==> config.mk <==
export PLATFORM = sky130hd
export DESIGN_NAME = uart_cmd_assembler
export DESIGN_NICKNAME = d
export VERILOG_FILES = /design/src/rtl/uart_cmd_pkg.sv /design/src/rtl/uart_cmd_timer.sv /design/src/rtl/uart_cmd_assembler.sv
export SDC_FILE = /design/constraint.sdc
export NUM_CORES = 1
export LEC_CHECK = 0
export CAP_MARGIN = 20
export CELL_PAD_IN_SITES_DETAIL_PLACEMENT = 0
export CELL_PAD_IN_SITES_GLOBAL_PLACEMENT = 1
export CORE_MARGIN = 2
export CORE_UTILIZATION = 39
export CTS_BUF_LIST = sky130_fd_sc_hd__clkbuf_4
export CTS_CLUSTER_DIAMETER = 40
export CTS_CLUSTER_SIZE = 28
export DETAILED_ROUTE_END_ITERATION = 8
export GPL_ROUTABILITY_DRIVEN = 0
export PLACE_DENSITY_LB_ADDON = 0.05
export SETUP_SLACK_MARGIN = 0.1
export SYNTH_ARGS = -nofsm -noshare
export SYNTH_HDL_FRONTEND = slang
export SYNTH_SLANG_ARGS = --single-unit
export TNS_END_PERCENT = 30
==> constraint.sdc <==
create_clock -name clk -period 1.7 [get_ports clk]
set_input_delay 0.17 -clock clk [delete_from_list [all_inputs] [get_ports clk]]
set_output_delay 0.17 -clock clk [all_outputs]
set_load 0.05 [all_outputs]
==> src/rtl/uart_cmd_pkg.sv <==
// Shared types and constants for the UART command assembler.
// Optional inter-byte timeout is enabled by UART_CMD_TIMEOUT_EN.
package uart_cmd_pkg;

  typedef enum logic {
    IDLE,
    WAIT_LO
  } asm_state_t;

  localparam int unsigned CMD_W = 16;
  localparam int unsigned DEFAULT_TIMEOUT_CYC = 2600000;

endpackage

==> src/rtl/uart_cmd_timer.sv <==
// Inter-byte timeout counter: clear loads CYC-1, en counts down,
// expire flags the last allowed cycle. Used under UART_CMD_TIMEOUT_EN.
module uart_cmd_timer
  import uart_cmd_pkg::*;
#(
  parameter int unsigned CYC = DEFAULT_TIMEOUT_CYC
) (
  input  logic clk,
  input  logic rst_n,
  input  logic clr,
  input  logic en,
  output logic expire
);

  localparam int unsigned TW = (CYC > 1) ? $clog2(CYC) : 1;
  localparam logic [TW-1:0] LOAD = TW'(CYC - 1);

  logic [TW-1:0] cnt;

  always_ff @(posedge clk or negedge rst_n) begin
    if (!rst_n) begin
      cnt <= '0;
    end else if (clr) begin
      cnt <= LOAD;
    end else if (en && (cnt != '0)) begin
      cnt <= cnt - TW'(1);
    end
  end

  assign expire = en && (cnt == '0);

endmodule

==> src/rtl/uart_cmd_assembler.sv <==
// Pairs two UART bytes (high first) into a 16-bit command.
// Define UART_CMD_TIMEOUT_EN to drop a stale high byte after TIMEOUT_CYC.
module uart_cmd_assembler
  import uart_cmd_pkg::*;
#(
  parameter int unsigned TIMEOUT_CYC = DEFAULT_TIMEOUT_CYC
) (
  input  logic             clk,
  input  logic             rst_n,
  input  logic             rx_rdy,
  input  logic [7:0]       rx_data,
  output logic             clr_rx_rdy,
  input  logic             clr_cmd_rdy,
  output logic [CMD_W-1:0] cmd,
  output logic             cmd_rdy,
  output logic             timeout
);

  asm_state_t state, state_n;
  logic [7:0] hi_q;
  logic       hi_ld;
  logic       lo_ld;
  logic       to_hit;
  logic       tmr_expire;

`ifdef UART_CMD_TIMEOUT_EN
  uart_cmd_timer #(
    .CYC(TIMEOUT_CYC)
  ) u_timer (
    .clk   (clk),
    .rst_n (rst_n),
    .clr   (hi_ld),
    .en    (state == WAIT_LO),
    .expire(tmr_expire)
  );
`else
  assign tmr_expire = 1'b0;
`endif

  // Received data beats an expiring timer in the same cycle.
  always_comb begin
    state_n    = state;
    clr_rx_rdy = 1'b0;
    hi_ld      = 1'b0;
    lo_ld      = 1'b0;
    to_hit     = 1'b0;
    unique case (state)
      IDLE: begin
        if (rx_rdy) begin
          clr_rx_rdy = 1'b1;
          hi_ld      = 1'b1;
          state_n    = WAIT_LO;
        end
      end
      WAIT_LO: begin
        if (rx_rdy) begin
          clr_rx_rdy = 1'b1;
          lo_ld      = 1'b1;
          state_n    = IDLE;
        end else if (tmr_expire) begin
          to_hit  = 1'b1;
          state_n = IDLE;
        end
      end
    endcase
  end

  assign timeout = to_hit;

  always_ff @(posedge clk or negedge rst_n) begin
    if (!rst_n) begin
      state <= IDLE;
      hi_q  <= 8'h00;
    end else begin
      state <= state_n;
      if (hi_ld) hi_q <= rx_data;
    end
  end

  // Set beats clear so a consumer ack never hides a fresh command.
  always_ff @(posedge clk or negedge rst_n) begin
    if (!rst_n) begin
      cmd     <= '0;
      cmd_rdy <= 1'b0;
    end else begin
      if (lo_ld) cmd <= {hi_q, rx_data};
      if (lo_ld) begin
        cmd_rdy <= 1'b1;
      end else if (hi_ld || clr_cmd_rdy) begin
        cmd_rdy <= 1'b0;
      end
    end
  end

endmodule

==> key figures, run 1 <==
Critical path
  – Reg2Reg Capture Point: hi_q[7]
  – Crit path kind: flip-flop to primary output
  – Critical path data required time: around 1.5 ns
  – CP delay by family, top: buffers and inverters
  – Arrival @ worst endpoint: between 1 and 1.5 ns
  – CP Max Fanout: 2
  – Stages on worst setup path: 1
  – CP Capture Type: primary output
  – Worst Setup SP: cmd[10]
  – FF-to-FF Start: state
  – R2R Setup Slk: about 0.50 ns
  – CP Cell Sequence: dlygate4sd2_1
  – Slowest stage cell, crit path: dlygate4sd2_1
  – WP buf/inv: 1
  – CP Launch Type: flip-flop
  – Crit path to: cmd[10]
  – FF-to-FF path depth: 4
  – Critical path's largest stage delay: between 0.5 and 0.6 ns

STA
  – RSZ-0062 raised after global routing: no
  – Max Freq: around 0.7 GHz
  – Slew margin rel.: 0.665
  – Layout Skew: 0.00278 ns
  – Max-slew violation count: 0
  – Tmin final: between 1 and 1.5 ns
  – Period utilization: 0.823
  – Worst slew pin tran: between 0.5 and 0.6 ns
  – Setup ws final: ~0.30 ns
  – Setup TNS: 0 ns
  – Final Hold Viols: 0
  – # setup viols final: 0

Synthesis
  – Ys Warns: 0
  – Yosys cell types: 12
  – Yosys reg bits: 26
  – Top_reg_cell synth: dfrtp_1
  – Area leader, netlist: dfrtp_1
  – Count leader, synth: dfrtp_1
  – Synth Net Count: 76
  – Syn Inst Count: between 60 and 70
  – Sequential area share after synthesis: 0.617
  – Synth area leaders: dfrtp_1, mux2_2, mux2_4, ha_1, buf_12
  – Syn avg cell area: 17.0 sq um
  – Synth Cell Area: 1050 sq um
  – Post-synthesis async set-or-reset flop share: 1.00
  – Yosys top cell area share: 0.617
  – Number of synthesized flops with an enable pin: 0
  – Synth cell count leaders: dfrtp_1, mux2_2, mux2_4

Final layout
  – Antenna Cells: 0
  – Fillers: about 230
  – Register area: 651 sq um
  – Multi-input logic area: 345 sq um
  – Final Net Count: between 100 and 150
  – Layout area overhead: 35.6%
  – Share of layout cells above drive strength 1: 0.355

Detailed routing
  – Post-route ant nets: 0
  – Drt first pass iters: 2
  – Vias per cell: around 4.8
  – Detailed Route WL: between 1.5 and 2 mm
  – WL per Instance: approximately 14 um
  – Iteration-0 DRC count of the detailed router: 2
  – Vias: 590
  – Drc violations: 0

Clock network
  – Num CTS Buffers: 3
  – Clk slew on worst S/H paths: ~0.13 ns
  – Clock Latency Late Sink: between 0.3 and 0.4 ns
  – TritonCTS clock tree: built
  – Max Root-Sink Buffers: 2
  – Clk sinks: 26
  – Clock Tree Root: clkbuf_4
  – H-tree depth: 1
  – Setup Buffers After CTS: 0

Power and ir drop
  – Int Power: 1730 uW
  – Switch Pwr: 1330 uW
  – Sequential share of power: 0.354
  – Sw frac: 0.434
  – PwrDens: roughly 2100 nW/um^2
  – Combinational Power Share: 0.565
  – Leak: around 0.00075 uW
  – Clock Power Share: 0.081
  – Peak supply drop: roughly 1.3 mV

Floorplanning
  – Chip Width: 56.0 um
  – Starting density of the core: 0.418
  – Io pins: 31
  – Core area: 2520 sq um
  – Rows: 18
  – Die Area: 3140 sq um
  – Chip height: roughly 56 um

Placement
  – Hpwl dp: about 1.1 mm
  – Pre-CTS setup slack: between 0.1 and 0.15 ns
  – I/O Buffers: 29

Global routing
  – Gr ovfl total: 0
  – Largest net degree at the start of global routing: 27
  – Total track usage: 0.117
  – Vias in the first global route: a little under 600
  – First-pass GRT wire length: between 2 and 3 mm
  – Antenna violations before repair: 0

Job
  – Max_cap viols: 0

Hold path
  – Hold crit path type: primary input to asynchronous set/reset pin

Status
  – Outcome: complete, no violations
-- worst reg2reg max path, cell delays in order, from the launching register on --
cell and delay, ns:
dfrtp_1 0.40, inv_1 0.06, ha_1 0.12, buf_4 0.18, mux2_2 0.35
-- layer usage --
layer,wire length (um),global-route usage,vias to the layer above
li1,-,-,272
met1,749,0.156,298
met2,794,0.171,18
met3,116,0.0488,2
met4,15,0.0408,0
met5,0,0,-
-- layout by cell type, fill, tap and decap left out --
| master | synthesis | final |
|---|---|---|
| clkbuf_4 | 0 | 3 |
| dfrtp_1 | 26 | 26 |
| dlygate4sd2_1 | 0 | 5 |
| nor2_1 | 1 | 1 |
| buf_4 | 2 | 3 |
| inv_1 | 2 | 2 |
| mux2_2 | 15 | 15 |
| ha_1 | 2 | 2 |
| mux2_4 | 9 | 9 |
| buf_12 | 1 | 2 |
| a21o_2 | 1 | 1 |
| conb_1 | 1 | 1 |
| dlymetal6s2s_1 | 0 | 12 |
| clkdlybuf4s50_1 | 0 | 11 |
-- stage by stage --
stage	hold WS, ns	total power [uW]	instances	instance area, sq um	util
floorplan	-0.126	2360	62	1050	-
global placement	0.466	2880	120	1380	0.549
detailed placement	0.473	2910	120	1380	0.549
global route	0.214	3230	123	1430	0.567
CTS	0.197	3120	123	1400	0.555
finish	0.197	3060	123	1430	0.567
-- power by group through the flow --
stage / logic (uW) / clock network, uW / registers [uW]
6_report: 1730 / 248 / 1080
3_3_place_gp: 1780 / 0 / 1100
5_1_grt: 1800 / 291 / 1140
2_1_floorplan: 554 / 0 / 1810
3_5_place_dp: 1800 / 0 / 1110
4_1_cts: 1760 / 269 / 1090
-- cells by family after synthesis --
kind of cell	after synthesis	synth area share
other	1	0.00356
AO/OA/AOI/OAI	1	0.00831
multiplexers	24	0.288
buffers and inverters	7	0.0557
flip-flops	26	0.617
adder cells (fa/ha/maj)	2	0.0237
AND/OR/NAND/NOR	1	0.00356
-- registers in the layout (all words and copies together), names as in the netlist --
name / flops
hi_q: 8
state: 1
cmd_rdy: 1
cmd: 16
-- worst min-delay path by stage --
stage	start	end	slack (ns)	cells past startpoint
after floorplan	rst_n	cmd[0]	-0.13	0
after global placement	cmd_rdy	cmd_rdy	0.47	1
after detailed placement	cmd_rdy	cmd_rdy	0.47	1
after CTS	rst_n	cmd[9]	0.20	2
after global routing	rst_n	cmd[9]	0.21	2
final	rst_n	cmd[9]	0.20	2
-- area by class of cell --
class,instances,area share
Clock buffer,3,0.0157
Timing Repair Buffer,33,0.256
Inverter,2,0.00525
Multi-Input combinational cell,29,0.241
Tap cell,30,0.0262
Sequential cell,26,0.455
-- what timing repair did --
item                       4_1_cts  5_1_grt
gates resized for setup          5       12
setup endpoints to repair       17       12
hold buffers                     0        0
No activity file was read; power rests on OpenSTA's default activity.
==> run 2, diff against run 1 <==
Settings changed: CORE_UTILIZATION 39 to 35.
Clock period 1.7 ns to 1.18 ns, I/O delays scaled along.
==> run 2 against run 1 <==
Against the previous run: the run now ends with DRC, setup timing left; routed wire length grew 18%; combinational power grew 110%; sequential share of layout area shrank 8.1 points; non-clock buffer count grew 3; via count shrank 1.9%; clock-buffer cell count is the same; global-route usage grew 0.63 points; setup slack lost 0.33 ns; final cell count grew 4.1%; first-iteration DRC count grew to 6.5 times the previous value; largest power group unchanged; highest routed layer unchanged.
==> key figures, run 2 (same netlist as run 1, synthesis figures left out) <==
Critical path
  – FF-to-FF Start: state
  – Arrival @ worst endpoint: roughly 1.4 ns
  – Worst Setup SP: state
  – Reg2Reg Capture Point: cmd[9]
  – FF-to-FF path depth: 3
  – Slowest stage cell, crit path: dfrtp_1
  – WP buf/inv: 1
  – CP Capture Type: flip-flop
  – Critical path data required time: 1.39 ns
  – CP delay by family, top: flip-flops
  – CP Launch Type: flip-flop
  – Crit path kind: flip-flop to flip-flop
  – CP Max Fanout: 5
  – CP Cell Sequence: ha_4 -> clkbuf_16 -> mux2_4
  – R2R Setup Slk: -0.03 ns
  – Critical path's largest stage delay: about 0.44 ns

Detailed routing
  – Vias: 579
  – Post-route ant nets: 0
  – Vias per cell: roughly 4.5
  – WL per Instance: ~15 um
  – Drt first pass iters: 5
  – Iteration-0 DRC count of the detailed router: 13
  – Drc violations: 4
  – Detailed Route WL: ~2.0 mm

Global routing
  – Largest net degree at the start of global routing: 27
  – Gr ovfl total: 0
  – Total track usage: 0.124
  – Antenna violations before repair: 0
  – Vias in the first global route: ~620
  – First-pass GRT wire length: 3.19 mm

STA
  – Final Hold Viols: 0
  – Setup ws final: -0.0270 ns
  – Hold WS: ~0.12 ns
  – Max Freq: 0.829 GHz
  – # setup viols final: 8
  – Layout Skew: 0.0187 ns
  – Period utilization: 1.02
  – Max-slew violation count: 0
  – Tmin final: ~1.2 ns
  – RSZ-0062 raised after global routing: yes

Floorplanning
  – Rows: 19
  – Chip height: slightly below 60 um
  – Die Area: between 3000 and 4000 sq um
  – Io pins: 31
  – Chip Width: around 59 um
  – Core area: 2810 sq um
  – Starting density of the core: 0.376

Placement
  – Hpwl dp: between 1 and 1.5 mm
  – Post-DP Area: 1600 sq um
  – I/O Buffers: 29

Final layout
  – Post-route cell area: roughly 1700 sq um
  – Final Net Count: approximately 110
  – Share of layout cells above drive strength 1: 0.577
  – Largest registers: cmd (16), hi_q (8)
  – Layout area overhead: 64.8%
  – Largest register FFs: 16
  – Commonest non-fill, non-tap cells in the layout: dfrtp_1, mux2_4, buf_12
  – Most frequent standard cell in the layout excluding fill and tap cells: dfrtp_1
  – Reg with most FFs: cmd
  – Fin util: 0.620
  – Antenna Cells: 0

Clock network
  – Clock Latency Late Sink: approximately 0.33 ns
  – CTS hold repair buffers: 0
  – Setup Buffers After CTS: 0
  – Clk slew on worst S/H paths: ~0.15 ns
  – Clock Tree Root: clkbuf_4
  – Clk sinks: 26
  – Max Root-Sink Buffers: 2
  – TritonCTS clock tree: built
  – Num CTS Buffers: 3
  – H-tree depth: 1

Status
  – Violated checks: DRC, setup timing
  – Outcome: finished with violations

Job
  – Max_cap viols: 0

Power and ir drop
  – PwrDens: between 3000 and 4000 nW/um^2
  – Peak supply drop: approximately 1.8 mV
  – Leak: between 0.0008 and 0.0009 uW

Hold path
  – Hold crit path type: primary input to asynchronous set/reset pin
run 2: changes by cell type in the layout (fill, tap and decap cells not counted), moves of 4 or more:
cell	change
dlygate4sd2_1	-4
mux2_2	-15
mux2_4	+15
dlymetal6s2s_1	-12
buf_12	+19
run 2: worst max-delay path by stage:
stage	endpoint	slack (ns)	depth (start not counted)
floorplan	cmd[10]	-0.02	4
global placement	cmd[3]	-0.30	4
detailed placement	cmd[5]	-0.31	4
CTS	hi_q[7]	-0.009	4
global route	cmd[9]	-0.04	3
finish	cmd[9]	-0.03	3
run 2: final cells by class:
cell class,instances,area [sq um]
timing repair buffer,36,588
tap,31,38.8
fill,222,1070
inverter,2,7.51
clock buffer,3,22.5
clock inverter,1,3.75
multi-input combinational,29,427
sequential,26,651
run 2: power breakdown:
part | switching [uW] | total, uW | internal [uW]
clock network | 256 | 380 | 124
logic | 1540 | 3590 | 2040
registers | 439 | 1780 | 1340
total | 2240 | 5750 | 3510
run 2: metrics by stage:
stage | total power, uW | setup TNS [ns] | std cells | setup WS, ns
after CTS | 5720 | -0.0288 | 127 | -0.00879
after floorplan | 3410 | -0.186 | 62 | -0.0206
final | 5750 | -0.0845 | 128 | -0.0270
after detailed placement | 5060 | -6.58 | 123 | -0.311
after global routing | 5980 | -0.544 | 128 | -0.0390
after global placement | 5030 | -6.52 | 123 | -0.298
run 2: timing repair:
item / 4_1_cts / 5_1_grt
endpoints found under the setup margin: 25 / 34
endpoints found under the hold margin: 0 / 0
resized for setup: 22 / 1
gates cloned: 0 / 1
run 2: metal layers:
metal	GRT usage	vias to the layer above	wire, um
met5	0	-	0
met4	0.0292	0	15
met3	0.0462	2	121
met2	0.163	22	836
met1	0.190	280	1000
li1	-	275	-
